[src/rtl/multiply_pipe.sv]
// Lock-step LANES-wide signed multiplier, elastic STAGES-deep pipe, optional round/shift by FRAC.
// Latency: STAGES cycles accept-to-vld_out. Backpressure: per-stage bubble collapse, rdy_out is combinational from rdy_in.
// MULTIPLY_PIPE_SAT_EN: saturate instead of wrap and add the sat_flag port.
`ifndef INTEGER_WIDTH
`define INTEGER_WIDTH 8
`endif

module multiply_pipe #(
  parameter int W_IN   = `INTEGER_WIDTH,
  parameter int W_OUT  = 2*W_IN,
  parameter int LANES  = 4,
  parameter int STAGES = 2,
  parameter int FRAC   = 0
) (
  input  logic                     clk,
  input  logic                     rst,
  input  logic                     vld_in,
  output logic                     rdy_out,
  input  logic [LANES*W_IN-1:0]    a_in,
  input  logic [LANES*W_IN-1:0]    b_in,
  output logic                     vld_out,
  input  logic                     rdy_in,
  output logic [LANES*W_OUT-1:0]   product
`ifdef MULTIPLY_PIPE_SAT_EN
  ,
  output logic [LANES-1:0]         sat_flag
`endif
);

  localparam int PW = 2*W_IN;
  localparam int RW = PW + 1;
  localparam int XW = (W_OUT > RW) ? W_OUT : RW;
  localparam logic signed [RW-1:0] RND = RW'((RW'(1) << FRAC) >> 1);
`ifdef MULTIPLY_PIPE_SAT_EN
  localparam logic signed [XW-1:0] SMAX = $signed((XW'(1) << (W_OUT-1)) - XW'(1));
  localparam logic signed [XW-1:0] SMIN = ~SMAX;
`endif

  logic [STAGES:1]        valid_q;
  logic [STAGES:0]        up_v;
  logic [STAGES:1]        rdy;
  logic [LANES*W_IN-1:0]  op_a;
  logic [LANES*W_IN-1:0]  op_b;
  logic [LANES*PW-1:0]    full_prod;
  logic [LANES*PW-1:0]    last_prod;

  // up_v[s-1] is the valid feeding stage s; the top bit is the output valid.
  assign up_v    = {valid_q, vld_in};
  assign vld_out = up_v[STAGES];
  assign rdy_out = rdy[1];

  // Stage s can move unless it and every stage after it are full while rdy_in is low.
  always_comb begin
    logic all_v;
    rdy   = '0;
    all_v = 1'b1;
    for (int s = 1; s <= STAGES; s++) begin
      all_v = 1'b1;
      for (int k = s; k <= STAGES; k++) begin
        all_v = all_v & valid_q[k];
      end
      rdy[s] = rdy_in | ~all_v;
    end
  end

  always_ff @(posedge clk) begin
    if (rst) begin
      valid_q <= '0;
      op_a    <= '0;
      op_b    <= '0;
    end else begin
      for (int s = 1; s <= STAGES; s++) begin
        if (rdy[s]) valid_q[s] <= up_v[s-1];
      end
      if (vld_in && rdy[1]) begin
        op_a <= a_in;
        op_b <= b_in;
      end
    end
  end

  always_comb begin
    full_prod = '0;
    for (int i = 0; i < LANES; i++) begin
      full_prod[i*PW +: PW] = PW'($signed(op_a[i*W_IN +: W_IN])) *
                              PW'($signed(op_b[i*W_IN +: W_IN]));
    end
  end

  generate
    if (STAGES == 1) begin : g_single
      assign last_prod = full_prod;
    end else begin : g_deep
      logic [LANES*PW-1:0] prod_q [2:STAGES];

      always_ff @(posedge clk) begin
        if (rst) begin
          for (int s = 2; s <= STAGES; s++) prod_q[s] <= '0;
        end else begin
          if (valid_q[1] && rdy[2]) prod_q[2] <= full_prod;
          for (int s = 3; s <= STAGES; s++) begin
            if (valid_q[s-1] && rdy[s]) prod_q[s] <= prod_q[s-1];
          end
        end
      end

      assign last_prod = prod_q[STAGES];
    end
  endgenerate

  // Extra headroom bit keeps the rounding add from overflowing the full product.
  always_comb begin
    logic signed [PW-1:0] p_l;
    logic signed [RW-1:0] sum;
    logic signed [RW-1:0] sh;
`ifdef MULTIPLY_PIPE_SAT_EN
    logic signed [XW-1:0] rx;
    rx       = '0;
    sat_flag = '0;
`endif
    product = '0;
    p_l     = '0;
    sum     = '0;
    sh      = '0;
    for (int i = 0; i < LANES; i++) begin
      p_l = $signed(last_prod[i*PW +: PW]);
      sum = RW'(p_l) + RND;
      sh  = sum >>> FRAC;
`ifdef MULTIPLY_PIPE_SAT_EN
      rx = XW'(sh);
      if (rx > SMAX) begin
        product[i*W_OUT +: W_OUT] = SMAX[W_OUT-1:0];
        sat_flag[i]               = vld_out;
      end else if (rx < SMIN) begin
        product[i*W_OUT +: W_OUT] = SMIN[W_OUT-1:0];
        sat_flag[i]               = vld_out;
      end else begin
        product[i*W_OUT +: W_OUT] = W_OUT'(rx);
      end
`else
      product[i*W_OUT +: W_OUT] = W_OUT'(sh);
`endif
    end
  end

endmodule

[config.mk]
export PLATFORM = sky130hd
export DESIGN_NAME = multiply_pipe
export DESIGN_NICKNAME = d
export VERILOG_FILES = /design/src/rtl/multiply_pipe.sv
export SDC_FILE = /design/constraint.sdc
export NUM_CORES = 1
export LEC_CHECK = 0
export BUFFER_PORTS_ARGS = -buffer_cell sky130_fd_sc_hd__clkbuf_2
export CORE_ASPECT_RATIO = 1.2
export CORE_MARGIN = 2
export CORE_UTILIZATION = 35
export DETAILED_ROUTE_END_ITERATION = 10
export HOLD_SLACK_MARGIN = 0.02
export SLEW_MARGIN = 20
export SYNTH_ARGS = -nofsm -noshare
export SYNTH_HDL_FRONTEND = slang
export SYNTH_SLANG_ARGS = --single-unit
[constraint.sdc]
create_clock -name clk -period 4.12 [get_ports clk]
set_clock_uncertainty 0.15 [all_clocks]
set_input_delay 0.206 -clock clk [delete_from_list [all_inputs] [get_ports clk]]
set_output_delay 0.206 -clock clk [all_outputs]
set_load 0.1 [all_outputs]
==> run metrics, run 1 <==
status finished, violations left; failing checks negative setup slack; Pwr Total 4.59 mW; met3 routed WL 1.53 mm; max-capacitance violation count 0; CP dominant cell by count fa_1; initial detailed-routing violation count 272; clk sink count 130; CP arrival 4400 ps; vias in the first global route 12,200; Synth Warn # 0; Reg clk slew, reported paths 70 ps; clock root buffer clkbuf_16; Least-Margin Pin Slew 1070 ps; Post-Route WL 35.7 mm; Worst Path Buf+Inv 4; CP peak stage delay 550 ps; initial core utilization 35.6%; WL met1 14.9 mm; DP Area 17,200 µm²; ys async rst share 0%; worst-path cell chain and2_4 > fa_1 > inv_2 > fa_1 > inv_1 > fa_1 > inv_1 > fa_1 > inv_2 > ha_4 > a21o_1 > a21oi_2 > a21oi_2 > a221oi_2 > xnor2_1 > nor2_1; crit share post-route 106%; # diodes 0; Synthesized Nets 1,938; layout cell share with drive strength beyond 1 29.3%; CP endpoint kind flip-flop; Final Setup Violations 26; Die H 227 µm; final max-slew violation count 0; Detail Placement HPWL 27.6 mm; Post-synth EDFFs 64; drt pass-1 iters 4; Vias/cell 4.55; # DRC 0; I/O pins 134; first-pass GRT wire length 59.1 mm; die area 43,200 µm²; crit path time final 4370 ps; Critical Path Fanout Max 5; CTS tree built; H-Tree Depth 4; Netlist cell types 45; Post-Syn Instances 1,534; pwr/cell area 240 nW/µm²; Top FF cell, synth dfxtp_1; slack of the critical path -248 ps; VDD IR max 0.288 mV; R2R Path Start op_b[18]$_SDFFE_PP0P_; CTS max path bufs 2; synthesized area per cell 9.48 µm²; Seq/Total Area, Yosys 22.3%; Fillers 3,858; clock latency on the worst-skew pair 460 ps; flop2flop setup slack -250 ps; CTS Buf Count 17; Area Growth Syn to Fin 31.6%; CP Depth 16; Chip Width 190 µm; Fin. Hold Viols 0; Mapped Area 14,500 µm²; Rel. slew slack 28.9%; delay-heaviest family, CP adder cells; gr ovfl total 0; Hold Crit Depth 2; HP Class input port to flip-flop; port buffer count 133; Core Box Area 40,800 µm²; Nets 2,301; gr usage total 17.5%; via count 11,100; Final Util 46.9%; post-DR wirelength/cell 14.6 µm; critical path type flip-flop to flip-flop; leakage 9.04 nW; Final GP Congestion 0.823; post-route ant nets 0; Detail Route met2 WL 18.6 mm; top sig layer met4; post-route cell area 19,200 µm²; Reg-to-Reg End g_deep.prod_q[2][47]$_SDFFCE_PN0P_; Min-Delay Endpoint op_a[7]$_SDFFE_PP0P_; RSZ-0062 raised after global routing yes; worst hold path startpoint rst; CP startpoint kind flip-flop; Yosys reg bits 130; initial antenna violation count 0; FMAX 229 MHz; num rows 81; required time worst endpoint 4150 ps; largest net degree at the start of global routing 65; CP max stage cell fa_1; worst r2r path cells 16
[layer usage]
layer  track usage, %  vias to the layer above
met5                0                        -
met4             5.25                        0
met3             3.56                       41
met2             31.8                      162
met1             20.7                     5508
li1                 -                     5432
[Yosys cell counts (all sizes together), types with 3 or more instances]
master / count / area, µm²
nand2: 201 / 754
mux2: 4 / 45.0
a21oi: 90 / 507
o41ai: 4 / 57.6
dfxtp: 66 / 1320
buf: 18 / 88.8
a21o: 8 / 60.1
a221oi: 4 / 60.1
nor2: 40 / 150
and2: 185 / 1160
inv: 308 / 1160
nand2b: 17 / 106
ha: 116 / 1450
nor3: 23 / 115
nor2b: 28 / 175
xor2: 16 / 140
a21boi: 7 / 60.1
fa: 220 / 4400
o21ai: 16 / 95.1
xnor2: 36 / 315
o31ai: 3 / 37.5
clkbuf: 22 / 82.6
nand4b: 3 / 26.3
edfxtp: 64 / 1920
and3: 5 / 31.3
o21a: 16 / 120
nand3: 4 / 20.0
[stage by stage]
stage / setup slack [ps] / hold slack (ps) / TNS [ps] / instances
after global placement: -348 / 277 / -5630 / 2330
after global routing: -416 / 328 / -7340 / 2449
after floorplan: -56.5 / 173 / -224 / 1534
final: -248 / 292 / -3430 / 2449
after CTS: -250 / 266 / -3570 / 2441
after detailed placement: -374 / 284 / -6480 / 2330
[worst max path at each step]
stage                           from                                 end  slack [ps]
5_1_grt        op_a[14]$_SDFFE_PP0P_  g_deep.prod_q[2][31]$_SDFFCE_PN0P_        -420
3_3_place_gp    op_a[6]$_SDFFE_PP0P_  g_deep.prod_q[2][12]$_SDFFCE_PN0P_        -350
6_report       op_b[18]$_SDFFE_PP0P_  g_deep.prod_q[2][47]$_SDFFCE_PN0P_        -250
2_1_floorplan  op_a[31]$_SDFFE_PP0P_  g_deep.prod_q[2][63]$_SDFFCE_PN0P_         -60
4_1_cts        op_b[18]$_SDFFE_PP0P_  g_deep.prod_q[2][47]$_SDFFCE_PN0P_        -250
3_5_place_dp    op_a[6]$_SDFFE_PP0P_  g_deep.prod_q[2][12]$_SDFFCE_PN0P_        -370
[final cells by class]
class	count	area (µm²)	area share [%]
multi-input cells	1056	10600	55.5
flip-flops and latches	130	3390	17.7
repair buffers	384	2760	14.4
inverters	308	1160	6.04
well taps	539	674	3.52
clock buffers	18	429	2.24
clock inverters	14	129	0.673
[power breakdown]
part	internal [mW]	switching (mW)	leakage, nW
sequential	1.44	0.0875	1.25
clock	0.835	0.670	0.263
combinational	0.626	0.932	7.52
[layout by cell type, fill, tap and decap left out, types with 17 or more instances in the layout]
| cell | n |
|---|---|
| nor3_1 | 19 |
| inv_1 | 283 |
| clkbuf_2 | 133 |
| inv_2 | 25 |
| dlygate4sd3_1 | 67 |
| clkbuf_16 | 17 |
| xnor2_1 | 33 |
| fa_1 | 210 |
| and2_4 | 19 |
| ha_1 | 90 |
| nor2b_1 | 24 |
| and2_1 | 165 |
| buf_4 | 174 |
| nor2_1 | 38 |
| dfxtp_2 | 21 |
| ha_4 | 23 |
| dfxtp_4 | 31 |
| edfxtp_1 | 64 |
| nand2_1 | 193 |
| a21oi_1 | 69 |
[cells by family after synthesis]
| kind of cell | after synthesis | synth area share (%) |
|---|---|---|
| flops | 130 | 22.3 |
| simple gates | 510 | 17.6 |
| buf+inv | 348 | 9.12 |
| xor+xnor | 52 | 3.13 |
| mux | 5 | 0.378 |
| compound gates | 153 | 7.22 |
| fa+ha+maj | 336 | 40.2 |
[state kept, by name, indices dropped and copies added, names as in the netlist]
name,cells
g_deep.prod_q,64
op_a,32
op_b,32
valid_q,2
[worst register-to-register path: stages, from the launching register on]
cell and delay [ps]:
dfxtp_4 370, and2_4 170, fa_1 550, inv_2 40, fa_1 530, inv_1 50, fa_1 500, inv_1 60
fa_1 490, inv_2 50, ha_4 210, a21o_1 160, a21oi_2 190, a21oi_2 100, a221oi_2 260, xnor2_1 150
nor2_1 60
[repair_timing]
action                                  CTS  global route
hold endpoints to repair                 66             0
gates resized for setup                 119            77
endpoints found under the setup margin   29            31
hold buffers                             67             0
pin swaps                                44            34
buffers inserted                         12             8
(Power assumes the default switching activity.)
==> inputs of run 2 (changes only) <==
- SKIP_CTS_REPAIR_TIMING: default -> 1
- SLEW_MARGIN: 20 -> default
==> run 2 against run 1 <==
The flow still finishes with violations (negative setup slack). Hold slack worse by 17 ps. Critical path depth down 1. Core utilization down 0.46 points. First-iteration DRC count down 2.9%. Maximum frequency down 1.3%. Final cell count down 0.33%. Critical endpoint is now g_deep.prod_q[2][15]$_SDFFCE_PN0P_. Clock power about the same. Via count down 0.66%. Worst setup slack worse by 57 ps. Die area unchanged. Cell area down 0.97%.
==> run metrics, run 2 (synthesis results as in run 1) <==
crit path time final 4430 ps (+56.6 ps); Psw 1.68 mW (-0.28%); vias in the first global route 11,700 (-4.2%); FMAX 226 MHz (-1.3%); max FFs per register 64 (unchanged); crit share post-route 107% (+1.4 points); port buffer count 133 (unchanged); multi-input logic area 10,500 µm² (-0.90%); max-capacitance violation count 0 (unchanged); H-Tree Depth 4 (unchanged); num rows 81 (unchanged); HP Class input port to flip-flop; Fillers 3,851 (-0.18%); Clock Power Share 32.9% (about the same); CP dominant cell by count fa_1; status finished, violations left; storage element area 3370 µm² (-0.44%); worst-path cell chain and2_4 > fa_1 > inv_2 > fa_1 > inv_1 > fa_1 > inv_1 > fa_1 > inv_2 > ha_4 > nand4b_1 > a311oi_2 > a221oi_2 > xnor2_1 > nor2_1; Internal Power 2.89 mW (-0.16%); Post-Route WL 35.3 mm (-1.0%); Least-Margin Pin Slew 1050 ps (-14.9 ps); final instance count without filler cells 2,441 (-0.33%); slack of the critical path -305 ps (-56.6 ps); initial core utilization 35.6% (unchanged); DP Area 17,200 µm² (unchanged); Area Growth Syn to Fin 30.3%; die area 43,200 µm² (unchanged); post-route ant nets 0 (unchanged); commonest non-fill, non-tap cell in the layout inv_1; most frequent cells in the layout 285 x inv_1, 213 x fa_1, 194 x nand2_1; Comb pwr share 33.7% (-0.3 points); dpl cells 2,330 (unchanged); CP arrival 4440 ps (+40 ps); Largest regs g_deep.prod_q x64, op_a x32, op_b x32; sequential share of power 33.4% (+0.2 points); Vias/cell 4.54 (-0.33%); Nets 2,293 (-0.35%); largest net degree at the start of global routing 65 (unchanged); # DRC 0 (unchanged); RSZ-0062 raised after global routing yes; required time worst endpoint 4140 ps (about the same); CTS max path bufs 2 (unchanged); drt pass-1 iters 4 (unchanged); VDD IR max 0.289 mV (+0.17%); gr ovfl total 0 (unchanged); Sw Ratio 36.8% (about the same); initial detailed-routing violation count 264 (-2.9%); clock root buffer clkbuf_16; Final Util 46.4% (-0.46 points); Final Setup Violations 27 (+3.8%); Rel. slew slack 29.9% (+0.99 points); Biggest register g_deep.prod_q; layout cell share with drive strength beyond 1 28.3% (-0.93 points); Pwr Total 4.58 mW (-0.20%); Fin. Hold Viols 0 (unchanged); CP peak stage delay 530 ps (-20 ps); post-route cell area 19,000 µm² (-0.97%); pwr/cell area 241 nW/µm² (+0.78%); final max-slew violation count 0 (unchanged); critical path type flip-flop to flip-flop; Detail Placement HPWL 27.6 mm (unchanged); Core Box Area 40,800 µm² (unchanged); # diodes 0 (unchanged); CP endpoint kind flip-flop; failing checks negative setup slack; initial antenna violation count 0 (unchanged); I/O pins 134 (unchanged); Chip Width 190 µm (unchanged); post-DR wirelength/cell 14.5 µm (-0.69%); via count 11,100 (-0.66%); clock latency on the worst-skew pair 460 ps (about the same); Reg clk slew, reported paths 60 ps (about the same); Critical Path Fanout Max 7 (+2); first-pass GRT wire length 57.0 mm (-3.5%); CTS Buf Count 17 (unchanged); CP max stage cell fa_1; Die H 227 µm (unchanged); CP startpoint kind flip-flop; gr usage total 16.9% (-0.59 points); leakage 8.98 nW (-0.68%); clk sink count 130 (unchanged); Final GP Congestion 0.823 (unchanged); CTS tree built
-- run 2: power groups by stage --
stage	Combinational (mW)	Sequential, mW	Clock (mW)
floorplan	0.701	1.84	0
global placement	1.41	1.56	0
detailed placement	1.42	1.56	0
CTS	1.43	1.53	1.56
global route	1.71	1.54	1.60
finish	1.54	1.53	1.51
-- run 2: metal layers --
metal  routed length [µm]  GRT usage [%]  up-vias
met5                    0              0        -
met4                  564           5.05        0
met3                 1380           3.70       39
met2                18400           30.2      141
met1                15000           20.3     5479
li1                     -              -     5411
-- run 2: path summary, 6_finish.rpt --
check	cells past startpoint	startpoint	slack, ps	endpoint
setup / recovery	15	op_a[7]$_SDFFE_PP0P_	-310	g_deep.prod_q[2][15]$_SDFFCE_PN0P_
hold / removal	2	rst	270	valid_q[1]$_SDFFE_PP0N_
setup reg to reg	15	op_a[7]$_SDFFE_PP0P_	-310	g_deep.prod_q[2][15]$_SDFFCE_PN0P_
hold reg to reg	2	op_b[27]$_SDFFE_PP0P_	360	op_b[27]$_SDFFE_PP0P_
-- run 2: critical path: cells and delay by family, from the launching register on --
kind,cells,cell delay (ps)
AO/OA/AOI/OAI,2,560
adder cells (fa/ha/maj),5,2280
AND/OR/NAND/NOR,3,410
flip-flops,1,370
buffers and inverters,4,190
XOR/XNOR,1,170
-- run 2: final cells by class --
cell class                      instances  area share, %
Sequential cell                       130           17.8
Tap cell                              539           3.56
Timing Repair Buffer                  376           14.1
Inverter                              308           6.10
Clock buffer                           18           2.26
Clock inverter                         14          0.680
Multi-Input combinational cell       1056           55.5
-- run 2: metrics by stage --
| step | hold slack, ps | worst slack, ps | TNS (ps) |
|---|---|---|---|
| finish | 274 | -305 | -3700 |
| global route | 328 | -464 | -7740 |
| CTS | -228 | -394 | -7310 |
| detailed placement | 284 | -374 | -6480 |
| global placement | 277 | -348 | -5630 |
| floorplan | 173 | -56.5 | -224 |
==> inputs of run 3 (changes only) <==
- BUFFER_PORTS_ARGS: -buffer_cell sky130_fd_sc_hd__clkbuf_2 -> -buffer_cell sky130_fd_sc_hd__buf_2
==> run 3 against run 2 <==
The flow still finishes with violations (negative setup slack). Maximum frequency grew 1.8%. Largest cell class unchanged. Cell area grew 0.18%. Worst setup slack gained 76 ps. Power shrank 1.5%. Sequential cell count is the same. Core utilization grew 0.083 points. First-iteration DRC count grew 33%. Count of clock-buffer cells in the layout shrank 1. Hold slack lost 150 ps.
==> run metrics, run 3 (synthesis results as in run 1) <==
DP Area 17,200 µm² (about the same); Critical Path Fanout Max 5 (-2); Final Util 46.5% (+0.083 points); failing checks negative setup slack; worst r2r path cells 16 (+1); Reg clk slew, reported paths 70 ps (about the same); Final GP Congestion 0.838 (+1.9%); CP endpoint kind flip-flop; initial antenna violation count 0 (unchanged); num rows 81 (unchanged); first-pass GRT wire length 57.4 mm (+0.58%); I/O pins 134 (unchanged); Post-Route WL 35.6 mm (+0.80%); via count 11,200 (+0.95%); slack of the critical path -229 ps (+76.2 ps); status finished, violations left; CP startpoint kind flip-flop; HP Class input port to flip-flop; Area Growth Syn to Fin 30.6%; initial core utilization 35.6% (unchanged); layout cell share with drive strength beyond 1 28.8% (+0.50 points); CTS max path bufs 2 (unchanged); post-DR wirelength/cell 14.6 µm (+0.68%); FMAX 230 MHz (+1.8%); largest net degree at the start of global routing 65 (unchanged); multi-input logic area 10,600 µm² (+0.33%); Final Setup Violations 27 (unchanged); die area 43,200 µm² (unchanged); required time worst endpoint 4150 ps (about the same); Rel. slew slack 33.8% (+3.9 points); post-route cell area 19,000 µm² (+0.18%); most frequent cells in the layout 281 x inv_1, 210 x fa_1, 192 x nand2_1; Die H 227 µm (unchanged); Hold Crit Depth 2 (unchanged); # DRC 0 (unchanged); Biggest register g_deep.prod_q; Fillers 3,825 (-0.68%); gr ovfl total 0 (unchanged); pwr/cell area 237 nW/µm² (-1.7%); final max-slew violation count 0 (unchanged); VDD IR max 0.318 mV (+10%); Least-Margin Pin Slew 993 ps (-57.9 ps); crit share post-route 106% (-1.8 points); Vias/cell 4.57 (+0.82%); post-route ant nets 0 (unchanged); CTS tree built; Detail Placement HPWL 27.8 mm (+0.45%); port buffer count 133 (unchanged); clock root buffer clkbuf_16; storage element area 3360 µm² (-0.22%); max-capacitance violation count 0 (unchanged); gr usage total 17.0% (+0.099 points); vias in the first global route 11,700 (+0.16%); clock latency on the worst-skew pair 460 ps (about the same); drt pass-1 iters 4 (unchanged); critical path type flip-flop to flip-flop; clk sink count 130 (unchanged); Fin. Hold Viols 0 (unchanged); leakage 8.98 nW (about the same); H-Tree Depth 4 (unchanged); max FFs per register 64 (unchanged); CP arrival 4380 ps (-60 ps); Min Hold Slack 128 ps (-146 ps); RSZ-0062 raised after global routing yes; crit path time final 4350 ps (-76.2 ps); initial detailed-routing violation count 351 (+33%); Core Box Area 40,800 µm² (unchanged); Largest regs g_deep.prod_q x64, op_a x32, op_b x32; Nets 2,295 (+0.087%); commonest non-fill, non-tap cell in the layout inv_1; Chip Width 190 µm (unchanged); CTS Buf Count 17 (unchanged)
## run 3: changes by cell type in the layout (fill, tap and decap cells not counted), sizes merged
cell      before  now
buf          177  312
bufinv         1    0
clkbuf       151   17
clkinv         4    7
clkinvlp       4    2
diode          0    1
inv          313  314
## run 3: power breakdown
part	switching, mW	total (mW)	internal, mW
combinational	0.929	1.55	0.624
sequential	0.0857	1.53	1.44
clock	0.660	1.43	0.771
total	1.67	4.51	2.83
## run 3: per-layer routing
metal / up-vias / routed length [µm] / part of all wire [%] / global-route usage (%)
met2: 171 / 18400 / 52 / 30.0
met4: 0 / 780 / 2.2 / 6.40
met5: - / 0 / 0 / 0
li1: 5423 / - / - / -
met1: 5539 / 15000 / 42 / 20.8
met3: 42 / 1340 / 3.8 / 2.82
## run 3: critical path, cell delays in order, from the launching register on
cell      delay (ps)
dfxtp_4          370
and2_4           160
fa_1             540
inv_2             40
fa_1             530
inv_1             50
fa_1             500
inv_1             60
fa_1             500
inv_2             50
ha_4             210
a21o_1           180
a21oi_4          170
a21oi_2           90
a221oi_2         250
xnor2_1          150
nor2_1            60
## run 3: cell type report
cell class	instances	area share, %
sequential	130	17.7
timing repair buffer	378	14.3
antenna	1	0.0132
clock buffer	17	2.24
tap	539	3.55
inverter	308	6.09
multi-input combinational	1056	55.6
clock inverter	15	0.560
## run 3: metrics by stage
stage               instances  setup TNS [ps]  setup slack, ps  power, mW
floorplan                1534            -224            -56.5       2.54
global placement         2331           -5790             -361       2.96
detailed placement       2331           -6910             -425       2.98
CTS                      2363           -7730             -443       4.44
global route             2443           -7950             -395       4.78
finish                   2444           -3520             -229       4.51
## run 3: final timing paths
check / to / slack, ps / from
min: valid_q[2]$_SDFFE_PP0N_ / 130 / rst
max: g_deep.prod_q[2][47]$_SDFFCE_PN0P_ / -230 / op_b[18]$_SDFFE_PP0P_
max reg2reg: g_deep.prod_q[2][47]$_SDFFCE_PN0P_ / -230 / op_b[18]$_SDFFE_PP0P_
min reg2reg: op_a[12]$_SDFFE_PP0P_ / 340 / op_a[12]$_SDFFE_PP0P_
